### src/rtl/vm_pkg.sv
// ---------------------------------------------------------------------------
// vm_pkg
// Shared definitions for the vending-machine money path (cash input,
// transaction, change dispenser).
//   D0..D5   : denomination values in jiao
//   SEL_D0.. : one-hot bit for each denomination (bit k <-> Dk)
//   state_t  : change dispenser FSM states
// ---------------------------------------------------------------------------
package vm_pkg;

    localparam logic [11:0] D5 = 12'd500;
    localparam logic [11:0] D4 = 12'd200;
    localparam logic [11:0] D3 = 12'd100;
    localparam logic [11:0] D2 = 12'd50;
    localparam logic [11:0] D1 = 12'd10;
    localparam logic [11:0] D0 = 12'd5;

    localparam logic [5:0] SEL_D5 = 6'b100000;
    localparam logic [5:0] SEL_D4 = 6'b010000;
    localparam logic [5:0] SEL_D3 = 6'b001000;
    localparam logic [5:0] SEL_D2 = 6'b000100;
    localparam logic [5:0] SEL_D1 = 6'b000010;
    localparam logic [5:0] SEL_D0 = 6'b000001;

    typedef enum logic [2:0] {
        ST_IDLE,
        ST_SELECT,
        ST_REQ,
        ST_GAP,
        ST_DONE,
        ST_FAULT
    } state_t;

endpackage

### src/rtl/coin_pick.sv
// ---------------------------------------------------------------------------
// coin_pick
// Combinational priority picker: largest denomination not exceeding remain.
//   remain [11:0] in  : amount still owed (jiao)
//   sel    [5:0]  out : one-hot denomination, 0 when remain < D0
//   value  [11:0] out : value of the selected denomination, 0 when none
// ---------------------------------------------------------------------------
module coin_pick
    import vm_pkg::*;
(
    input  logic [11:0] remain,
    output logic [5:0]  sel,
    output logic [11:0] value
);

    always_comb begin
        sel   = '0;
        value = '0;
        if (remain >= D5) begin
            sel   = SEL_D5;
            value = D5;
        end else if (remain >= D4) begin
            sel   = SEL_D4;
            value = D4;
        end else if (remain >= D3) begin
            sel   = SEL_D3;
            value = D3;
        end else if (remain >= D2) begin
            sel   = SEL_D2;
            value = D2;
        end else if (remain >= D1) begin
            sel   = SEL_D1;
            value = D1;
        end else if (remain >= D0) begin
            sel   = SEL_D0;
            value = D0;
        end
    end

endmodule

### src/rtl/change_dispenser.sv
// ---------------------------------------------------------------------------
// change_dispenser
// Pays out a change amount one piece at a time through a req/ack hopper,
// always choosing the largest denomination that fits.
//   clk, rst          : clock, asynchronous active-high reset
//   start, amount     : one-cycle start pulse, amount in jiao sampled on it
//   coin_req/coin_ack : hopper handshake; coin_sel one-hot, held during req
//   clear             : leaves FAULT
//   busy, done, fault : status (done is a one-cycle pulse)
//   remain, residue   : amount still owed, unpayable remainder (< D0)
//   coin_count        : pieces paid this payout (saturating)
// ---------------------------------------------------------------------------
module change_dispenser
    import vm_pkg::*;
#(
    parameter int unsigned GAP_CYC     = 4,
    parameter int unsigned TIMEOUT_CYC = 1000
) (
    input  logic        clk,
    input  logic        rst,
    input  logic        start,
    input  logic [11:0] amount,
    input  logic        coin_ack,
    input  logic        clear,
    output logic        coin_req,
    output logic [5:0]  coin_sel,
    output logic        busy,
    output logic        done,
    output logic [11:0] remain,
    output logic [11:0] residue,
    output logic [7:0]  coin_count,
    output logic        fault
);

    // One counter serves both the ack timeout (REQ) and the hopper gap (GAP).
    localparam int unsigned CNT_MAX = (TIMEOUT_CYC > GAP_CYC) ? TIMEOUT_CYC : GAP_CYC;
    localparam int unsigned CNT_W   = $clog2(CNT_MAX + 1);
    localparam logic [CNT_W-1:0] TMO_LAST = CNT_W'(TIMEOUT_CYC - 1);
    localparam logic [CNT_W-1:0] GAP_LAST = CNT_W'(GAP_CYC - 1);

    state_t            state_q,   state_d;
    logic [11:0]       remain_q,  remain_d;
    logic [11:0]       residue_q, residue_d;
    logic [7:0]        count_q,   count_d;
    logic [5:0]        sel_q,     sel_d;
    logic [CNT_W-1:0]  cnt_q,     cnt_d;

    logic [5:0]        pick_sel;
    logic [11:0]       pick_val;

    coin_pick u_pick (
        .remain (remain_q),
        .sel    (pick_sel),
        .value  (pick_val)
    );

    always_ff @(posedge clk or posedge rst) begin
        if (rst) begin
            state_q   <= ST_IDLE;
            remain_q  <= '0;
            residue_q <= '0;
            count_q   <= '0;
            sel_q     <= '0;
            cnt_q     <= '0;
        end else begin
            state_q   <= state_d;
            remain_q  <= remain_d;
            residue_q <= residue_d;
            count_q   <= count_d;
            sel_q     <= sel_d;
            cnt_q     <= cnt_d;
        end
    end

    always_comb begin
        state_d   = state_q;
        remain_d  = remain_q;
        residue_d = residue_q;
        count_d   = count_q;
        sel_d     = sel_q;
        cnt_d     = cnt_q;

        unique case (state_q)
            ST_IDLE: begin
                if (start) begin
                    remain_d  = amount;
                    count_d   = '0;
                    residue_d = '0;
                    state_d   = ST_SELECT;
                end
            end

            ST_SELECT: begin
                // No denomination fits: whatever is left (possibly 0) is residue.
                if (pick_sel == '0) begin
                    residue_d = remain_q;
                    state_d   = ST_DONE;
                end else begin
                    sel_d   = pick_sel;
                    cnt_d   = '0;
                    state_d = ST_REQ;
                end
            end

            ST_REQ: begin
                // remain_q is unchanged during REQ, so pick_val still matches sel_q.
                if (coin_ack) begin
                    remain_d = remain_q - pick_val;
                    count_d  = (count_q == 8'hFF) ? count_q : count_q + 8'd1;
                    sel_d    = '0;
                    cnt_d    = '0;
                    state_d  = ST_GAP;
                end else if (cnt_q == TMO_LAST) begin
                    sel_d   = '0;
                    state_d = ST_FAULT;
                end else begin
                    cnt_d = cnt_q + 1'b1;
                end
            end

            ST_GAP: begin
                if (cnt_q == GAP_LAST) begin
                    state_d = ST_SELECT;
                end else begin
                    cnt_d = cnt_q + 1'b1;
                end
            end

            ST_DONE: begin
                state_d = ST_IDLE;
            end

            ST_FAULT: begin
                if (clear) begin
                    state_d = ST_IDLE;
                end
            end

            default: begin
                state_d = ST_IDLE;
            end
        endcase
    end

    assign coin_req   = (state_q == ST_REQ);
    assign coin_sel   = sel_q;
    assign busy       = (state_q != ST_IDLE);
    assign done       = (state_q == ST_DONE);
    assign fault      = (state_q == ST_FAULT);
    assign remain     = remain_q;
    assign residue    = residue_q;
    assign coin_count = count_q;

endmodule
### config.mk
export PLATFORM = sky130hd
export DESIGN_NAME = change_dispenser
export DESIGN_NICKNAME = d
export VERILOG_FILES = /design/src/rtl/vm_pkg.sv /design/src/rtl/coin_pick.sv /design/src/rtl/change_dispenser.sv
export SDC_FILE = /design/constraint.sdc
export NUM_CORES = 1
export LEC_CHECK = 0
export CAP_MARGIN = 20
export CORE_MARGIN = 10
export CORE_UTILIZATION = 45
export DETAILED_ROUTE_END_ITERATION = 10
export GPL_ROUTABILITY_DRIVEN = 0
export PLACE_DENSITY = 0.74
export SYNTH_ARGS = -nofsm -noshare
export SYNTH_HDL_FRONTEND = slang
export SYNTH_SLANG_ARGS = --single-unit
### constraint.sdc
create_clock -name clk -period 3.32 [get_ports clk]
set_clock_uncertainty 0.15 [all_clocks]
set_input_delay 0.996 -clock clk [delete_from_list [all_inputs] [get_ports clk]]
set_output_delay 0.996 -clock clk [all_outputs]
set_load 0.1 [all_outputs]
## Word-level counts from Yosys, hierarchy flattened

Cells that the tools add are included.

- Flip-flop bits (word level): 51
- Input bits: 17
- Output and inout bits: 42
- Logic and storage cells: 84

- Add/sub/neg operators: 3
- Magnitude comparators: 6
- Equal/unequal tests: 18
- Mux-type cells: 38
- Reduce and logical (&&, ||, !) cells: 13

Operator list:

| kind | count |
|---|---|
| $mux W12 | 9 |
| $mux W6 | 8 |
| $pmux W12 S2 | 2 |
| $mux W10 | 4 |
| $pmux W10 S3 | 1 |
| $mux W8 | 3 |
| $mux W3 | 7 |
| $ne A2 B2 Y1 const B | 8 |
| $pmux W8 S2 | 1 |
| $pmux W3 S5 | 1 |
| $ge A12 B3 Y1 const B | 1 |
| $ge A12 B4 Y1 const B | 1 |
| $ge A12 B6 Y1 const B | 1 |
| $ge A12 B7 Y1 const B | 1 |
| $ge A12 B8 Y1 const B | 1 |
| $ge A12 B9 Y1 const B | 1 |
| $pmux W6 S2 | 1 |
| $reduce_and A4 Y1 | 3 |
| $sub A12 B12 Y12 | 1 |
| $add A10 B1 Y10 const B | 1 |
| $eq A10 B10 Y1 const B | 1 |
| $eq A10 B2 Y1 const B | 1 |
| $reduce_and A3 Y1 | 3 |
| $add A8 B1 Y8 const B | 1 |
| 11 further kinds | 16 |

## Depth between registers and ports, before layout

Gate-level depths: netlist of the first run.

- Depth after elaboration: 10
- Mapped depth: 14
- Depth with buffers taken out: 13

## Modules after synthesis

Synthesis of the first run repeated with hierarchy kept, for this count alone.

- Cells, all modules: 399
- Area total of the unflattened synthesis: 3339.5 um2

Modules (own cells, without submodules):

| module | instances | cells an instance | area each (um2) | sequential area each (um2) |
|---|---|---|---|---|
| change_dispenser | 1 | 361 | 3066.7 | 1276.2 |
| coin_pick | 1 | 38 | 272.8 | 0.0 |

## Worst setup path after synthesis of the first run

OpenSTA, ideal clock, no wires.

- Path kind: register to register
- Start point: reg remain_q[9], in the netlist remain[9]
- End point: reg remain_q[8], in the netlist remain[8]
- Library setup time: 142 ps
- Arrival time: 3653 ps
- Data required time: 3028 ps
- Path slack: -625 ps
- Cell stages (with the launch flop): 15
- Path buffers: 1
- Period minus slack after synthesis: 3945 ps
- Cells stage by stage: dfrtp_1 > or3_1 > buf_2 > nor4_4 > nand3_1 > a21oi_1 > ha_1 > inv_1 > fa_1 > a211oi_1 > o21bai_1 > or3_1 > a31oi_1 > xnor2_1 > o221ai_1

- Longest elaborated chain between the ends: 10
- Elaborated cells between the ends (all ways): 15
- Those cells by class: add/sub (1); order compare (6); mux (8)

RTL lines:

| what | line | RTL |
|---|---|---|
| from (decl) | change_dispenser.sv:42 | `logic [11:0] remain_q, remain_d;` |
| from (signal assigned) | change_dispenser.sv:67 | `remain_q <= remain_d;` |
| $ge A12 B3 Y1 | coin_pick.sv:34 | `end else if (remain >= D0) begin` |
| $mux W3 | coin_pick.sv:34 |  |
| $mux W12 | coin_pick.sv:31 | `end else if (remain >= D1) begin` |
| $mux W12 | coin_pick.sv:28 | `end else if (remain >= D2) begin` |
| $mux W12 | coin_pick.sv:25 | `end else if (remain >= D3) begin` |
| $mux W12 | coin_pick.sv:22 | `end else if (remain >= D4) begin` |
| $mux W12 * | coin_pick.sv:19 | `if (remain >= D5) begin` |
| $sub A12 B12 Y12 * | change_dispenser.sv:108 | `remain_d = remain_q - pick_val;` |
| $mux W12 * | change_dispenser.sv:107 | `if (coin_ack) begin` |
| $pmux W12 S2 * | change_dispenser.sv:83 | `unique case (state_q)` |

Mark *: on every way between the ends. The rest lies on a longest branch, timed or not. The select of a mux whose other input is x is not followed.
A chain may end at the register's enable or synchronous reset.

## Worst setup path in the final report of the first run

- Start point: reg remain_q[11], in the netlist remain[11]
- End point: reg remain_q[8], in the netlist remain[8]

Same word-level chain as after synthesis.

==> results.cfg, run 1 <==
[layout]
insertedDiodeCount = 0
layout.cells.most_common_list = 75 x sky130_fd_sc_hd__buf_4, 42 x sky130_fd_sc_hd__dfrtp_1, 36 x sky130_fd_sc_hd__nand2_1
layout_commonest_cell = sky130_fd_sc_hd__buf_4
drive_gt1_share_pct = 28.43
syn_to_final_growth_pct = 34.64
final_nets = 443

[power_and_ir_drop]
report.power.total_mw = 4.353
internal_power_mw = 2.032
leakagePower_nw = 1.857
powerDensity_nw_per_um2 = 1100
max-vdd-ir-drop_uv = 914.1
p_switching_mw = 2.322
pwr-share-seq_pct = 23.4
clkPwrFrac_pct = 11.8
comb_power_share_pct = 64.8
netSwitchingFraction_pct = 53.33

[timing]
fin_ws_ns = -0.01333
final-max-slew-violation-count = 0
worst_hold_slack_ns = 0.3399
final-setup-viol-count = 1
final_report_hold_violation_count = 0
grt_setup_unrepaired = yes
max_freq_mhz = 300.0
timing.final.crit_period_ns = 3.333
slew_at_the_pin_closest_to_its_max_slew_limit_ns = 0.6399
final_min_period_over_clock_period_pct = 100.4
slew_headroom_pct = 56.89

[routing]
drt_drc_violations_left = 0
postRouteWirelength_um = 8343
drt_pre_antenna_iters = 4
drt_iter0_markers = 146
vias = 2839
vias_per_cell = 5.770
postRouteAntennaNets = 0
route.detailed.wl_per_inst_um = 16.96

[setup_path]
worst-path-max-fanout = 2
critical_path.cell_chain = or3_4 > nor4_4 > nand3_2 > a21oi_2 > ha_2 > inv_2 > fa_2 > a211oi_2 > o21bai_1 > or3_4 > a31oi_4 > xnor2_1 > o221ai_1
crit_family = simple AND/OR/NAND/NOR gates
cp_common_cell = sky130_fd_sc_hd__or3_4
critical-path-max-stage-delay_ns = 0.41
critPathLaunchType = flop
crit_buf_inv = 1
worstSetupEndpointType = flop
crit_path_required_time_ns = 3.35
worst-setup-path-type = reg -> reg
crit_arrival_ns = 3.37
critical-path-slowest-cell = sky130_fd_sc_hd__dfrtp_2

[floorplan]
ios = 59
num_rows = 29
die_height_um = 100.8
die_width_um = 100.8
die_area_um2 = 10170
floorplan.initialDensity_pct = 46.31
floorplan.core_area_um2 = 6350

[clocking]
tritoncts_buffers = 5
worstSkewPairLatency_ns = 0.31
cts.reportedPaths.clkPinSlew_ns = 0.09
cts.root.buffer_cell = sky130_fd_sc_hd__clkbuf_8
htree_levels = 2
tritoncts_num_sinks = 51
clk_path_buf_depth = 2
tritoncts = yes

[yosys]
synth_warnings = 0
synthesis.area_per_instance_um2 = 9.075
postSynthCellCount = 324
syn_area_um2 = 2940
synth-seq-cells = 51
synth.net_count = 353
synth_cell_type_count = 51
yosysSeqAreaShare_pct = 43.40

[hold_path]
hold_class = reg -> reg

[placed_design]
hpwl_um = 6200
io_buffer_count = 58

[global_route]
pin_count_of_the_biggest_net_entering_global_routing = 27
grt_remaining_overflow = 0
grt.total_usage_pct = 16.14
grt_first_pass_wirelength_um = 13660
grt_pass1_vias = 2852
grt_antenna_before_repair = 0

[run_status]
result_of_the_run = finished, violations left
failed_checks = negative setup slack

[job]
maxCapViolCount = 0
per-stage QoR:
step	setup slack (ns)	utilization, %	instances	instance area (µm²)	TNS (ns)
after detailed placement	-0.1297	58.78	479	3732	-0.1494
after global routing	-0.1773	62.34	492	3959	-0.4434
after CTS	-0.006669	61.42	488	3900	-0.006669
after floorplan	-0.2119	-	324	2974	-0.4432
after global placement	0.006546	58.78	479	3732	0
final	-0.01333	62.34	492	3959	-0.01333
kinds of logic (layout without fill, tap and decap cells):
family                   after synthesis  count (layout)  share of synthesized area (%)
AND/OR/NAND/NOR                      129             129                          22.60
AO/OA/AOI/OAI                         92              92                          19.15
flip-flops                            51              51                          43.40
buffers and inverters                 21             112                          3.021
multiplexers                          13              13                          4.681
adder cells (fa/ha/maj)               12              12                          5.362
XOR/XNOR                               6               6                          1.788
what timing repair did:
item / CTS / global route
endpoints found under the setup margin: 2 / 6
hold buffers: 0 / 0
resized for setup: 6 / 9
pin swaps: 0 / 4
setup buffers: 1 / 4
hold endpoints to repair: 0 / 0
gates cloned: 0 / 0
synth_stat cells (all sizes together):
library cell	n	area, µm²
a311oi	1	8.760
ha	11	137.6
or4	1	7.510
clkbuf	5	18.77
buf	4	25.02
nand2	38	145.1
a21oi	22	113.9
o22ai	1	6.260
a211o	2	17.52
and3	8	50.05
nand4	4	25.02
nand2b	9	56.30
o221ai	2	17.52
nor4	4	40.04
o31a	1	8.760
a21o	1	7.510
o311ai	1	8.760
nor2	20	75.07
mux2	6	67.56
nand3	6	30.03
fa	1	20.02
o311a	1	10.01
nor3b	2	15.01
o22a	1	8.760
nand3b	1	7.510
xnor2	3	26.28
o41ai	1	8.760
or2	1	6.260
o21ai	32	160.2
xor2	3	26.28
a41oi	1	8.760
a31oi	11	68.82
nor2b	5	31.28
o21bai	1	7.510
mux2i	7	70.07
a22o	3	26.28
a211oi	5	37.54
or3b	1	8.760
inv	12	45.04
dfrtp	51	1276
nor3	12	60.06
and2	10	62.56
o211ai	1	7.510
o21a	4	30.03
or3	7	43.79
path summary, 6_finish.rpt:
path	start	to	slack [ns]	cells past startpoint
min in group asynchronous	rst	coin_sel[2]$_DFFE_PP0P_	0.90	2
setup / recovery	remain[11]$_DFFE_PP0P_	remain[8]$_DFFE_PP0P_	-0.01	13
hold reg to reg	residue[7]$_DFFE_PP0P_	residue[7]$_DFFE_PP0P_	0.34	1
setup reg to reg	remain[11]$_DFFE_PP0P_	remain[8]$_DFFE_PP0P_	-0.01	13
max in group asynchronous	rst	remain[2]$_DFFE_PP0P_	1.45	3
hold / removal	residue[7]$_DFFE_PP0P_	residue[7]$_DFFE_PP0P_	0.34	1
registers in the layout, summed over array words and instances (netlist names):
| register | cells |
|---|---|
| coin_sel | 6 |
| state_q | 3 |
| cnt_q | 10 |
| residue | 12 |
| coin_count | 8 |
| remain | 12 |
power groups by stage:
stage               clock [mW]  combinational (mW)  sequential [mW]
floorplan                    0                1.16             1.78
global placement             0                2.62             1.01
detailed placement           0                2.67             1.02
CTS                      0.519                2.73             1.01
global route             0.545                3.02             1.05
finish                   0.515                2.82             1.02
routing by layer:
metal  GRT usage, %  part of all wire [%]
met1          20.48                    46
met5              0                     0
met4          4.783                   1.8
met2          25.80                    45
met3          4.801                   6.6
layout make-up:
type	instances	area (µm²)
tap	77	96.34
multi-input combinational	252	1654
clock buffer	6	72.57
sequential	51	1287
inverter	12	45.04
fill	509	2391
clock inverter	2	60.06
timing repair buffer	92	743.2
(Power assumes the default switching activity.)
==> run 2: changes to the inputs <==
SKIP_CTS_REPAIR_TIMING = 1   (was default)
==> results.cfg, run 2 (same netlist as run 1, synthesis figures left out) <==
[layout]
final_core_utilization_pct = 62.68
drive_gt1_share_pct = 28.50
multi_input_area_um2 = 1683
final_nets = 442
num-fill-cells = 502
fin_area_um2 = 3980
syn_to_final_growth_pct = 35.36
insertedDiodeCount = 0
layout_commonest_cell = sky130_fd_sc_hd__buf_4
final-seq-area_um2 = 1287
layout.cells.most_common_list = 74 x sky130_fd_sc_hd__buf_4, 42 x sky130_fd_sc_hd__dfrtp_1, 36 x sky130_fd_sc_hd__nand2_1

[global_route]
grt_remaining_overflow = 0
grt_first_pass_wirelength_um = 13540
grt_antenna_before_repair = 0
grt_pass1_vias = 2824
grt.total_usage_pct = 16.00
pin_count_of_the_biggest_net_entering_global_routing = 27

[timing]
grt_setup_unrepaired = yes
slew_at_the_pin_closest_to_its_max_slew_limit_ns = 0.6424
worst_hold_slack_ns = 0.3398
final-setup-viol-count = 2
final_min_period_over_clock_period_pct = 101.1
slew_headroom_pct = 56.72
max_freq_mhz = 298.0
fin_ws_ns = -0.03558
final-max-slew-violation-count = 0
timing.final.crit_period_ns = 3.356
final_report_hold_violation_count = 0

[routing]
drt_pre_antenna_iters = 4
detailroute.wirelength.met2_um = 3997
drt_drc_violations_left = 0
maxUsedRoutingLayer = met4
postRouteAntennaNets = 0
postRouteWirelength_um = 8460
vias_per_cell = 5.780
detailroute.wirelength.met3_um = 564
detailed_routing_wirelength_on_met1_um = 3791
vias = 2838
drt_iter0_markers = 220
route.detailed.wl_per_inst_um = 17.23

[placed_design]
io_buffer_count = 58
hpwl_um = 6200
post_dp_cell_area_um2 = 3732

[clocking]
cts.reportedPaths.clkPinSlew_ns = 0.09
cts.root.buffer_cell = sky130_fd_sc_hd__clkbuf_8
tritoncts_num_sinks = 51
worstSkewPairLatency_ns = 0.31
clk_path_buf_depth = 2
tritoncts = yes
tritoncts_buffers = 5
htree_levels = 2

[setup_path]
crit_arrival_ns = 3.39
worst-path-max-fanout = 3
critical-path-slowest-cell = sky130_fd_sc_hd__dfrtp_2
critical-path-max-stage-delay_ns = 0.41
critical_path.cell_chain = or3_4 > nor4_4 > nand3_2 > a21oi_4 > ha_4 > inv_2 > fa_2 > a211oi_2 > o21bai_1 > or3_4 > a31oi_4 > xnor2_1 > o221ai_1
crit_path_required_time_ns = 3.35
rrSetupSlack_ns = -0.04
r2r.worst_path.cells = 13
cp_common_cell = sky130_fd_sc_hd__or3_4
regToRegStartpoint = remain[11]$_DFFE_PP0P_
reg2reg_capture_point = remain[8]$_DFFE_PP0P_
crit_buf_inv = 1
worst-setup-path-type = reg -> reg
critPathLaunchType = flop
worstSetupEndpointType = flop
crit_family = simple AND/OR/NAND/NOR gates

[hold_path]
hold_class = reg -> reg
hold_path_depth = 1
min_delay_worst_endpoint = residue[7]$_DFFE_PP0P_
hold_path.startpoint = residue[7]$_DFFE_PP0P_

[power_and_ir_drop]
max-vdd-ir-drop_uv = 897.6
leakagePower_nw = 1.855
powerDensity_nw_per_um2 = 1101

[run_status]
result_of_the_run = finished, violations left
failed_checks = negative setup slack

[floorplan]
floorplan.core_area_um2 = 6350
die_area_um2 = 10170
die_width_um = 100.8
die_height_um = 100.8
ios = 59
floorplan.initialDensity_pct = 46.31
num_rows = 29

[job]
maxCapViolCount = 0
## run 2: power by group
| part | leakage [nW] | switching [mW] | internal (mW) |
|---|---|---|---|
| registers | 0.658 | 0.231 | 0.791 |
| clock network | 0.0654 | 0.210 | 0.301 |
| logic | 1.13 | 1.91 | 0.941 |
## run 2: cell type report
cell class,count,area share [%]
tap,77,2.421
sequential,51,32.35
multi-input combinational,252,42.28
clock inverter,2,1.509
inverter,12,1.132
clock buffer,6,1.823
timing repair buffer,91,18.48
## run 2: how the worst max path moves through the flow
| stage | start | to | slack (ns) | cells past startpoint |
|---|---|---|---|---|
| floorplan | remain[11]$_DFFE_PP0P_ | remain[8]$_DFFE_PP0P_ | -0.21 | 14 |
| global placement | remain[11]$_DFFE_PP0P_ | remain[8]$_DFFE_PP0P_ | 0.007 | 13 |
| detailed placement | remain[11]$_DFFE_PP0P_ | remain[8]$_DFFE_PP0P_ | -0.13 | 13 |
| CTS | remain[11]$_DFFE_PP0P_ | remain[8]$_DFFE_PP0P_ | -0.18 | 13 |
| global route | remain[11]$_DFFE_PP0P_ | remain[8]$_DFFE_PP0P_ | -0.17 | 13 |
| finish | remain[11]$_DFFE_PP0P_ | remain[8]$_DFFE_PP0P_ | -0.04 | 13 |
## run 2: worst register-to-register path, delay by kind of cell, from the launching register on
kind / cells / cell delay, ns
compound gates: 5 / 0.88
xor+xnor: 1 / 0.14
flops: 1 / 0.41
buf+inv: 1 / 0.04
fa+ha+maj: 2 / 0.52
simple gates: 4 / 1.11
## run 2: per-stage QoR
step / setup TNS [ns] / std cells / power [mW] / worst slack [ns]
floorplan: -0.4432 / 324 / 2.940 / -0.2119
global placement: 0 / 479 / 3.627 / 0.006546
detailed placement: -0.1494 / 479 / 3.684 / -0.1297
CTS: -0.2625 / 487 / 4.205 / -0.1834
global route: -0.5537 / 491 / 4.648 / -0.1689
finish: -0.04162 / 491 / 4.383 / -0.03558
## run 2: metal layers
layer,GRT usage (%),vias to the layer above
met2,25.50,101
met1,20.52,1369
li1,-,1355
met3,4.595,13
met4,4.565,0
met5,0,-
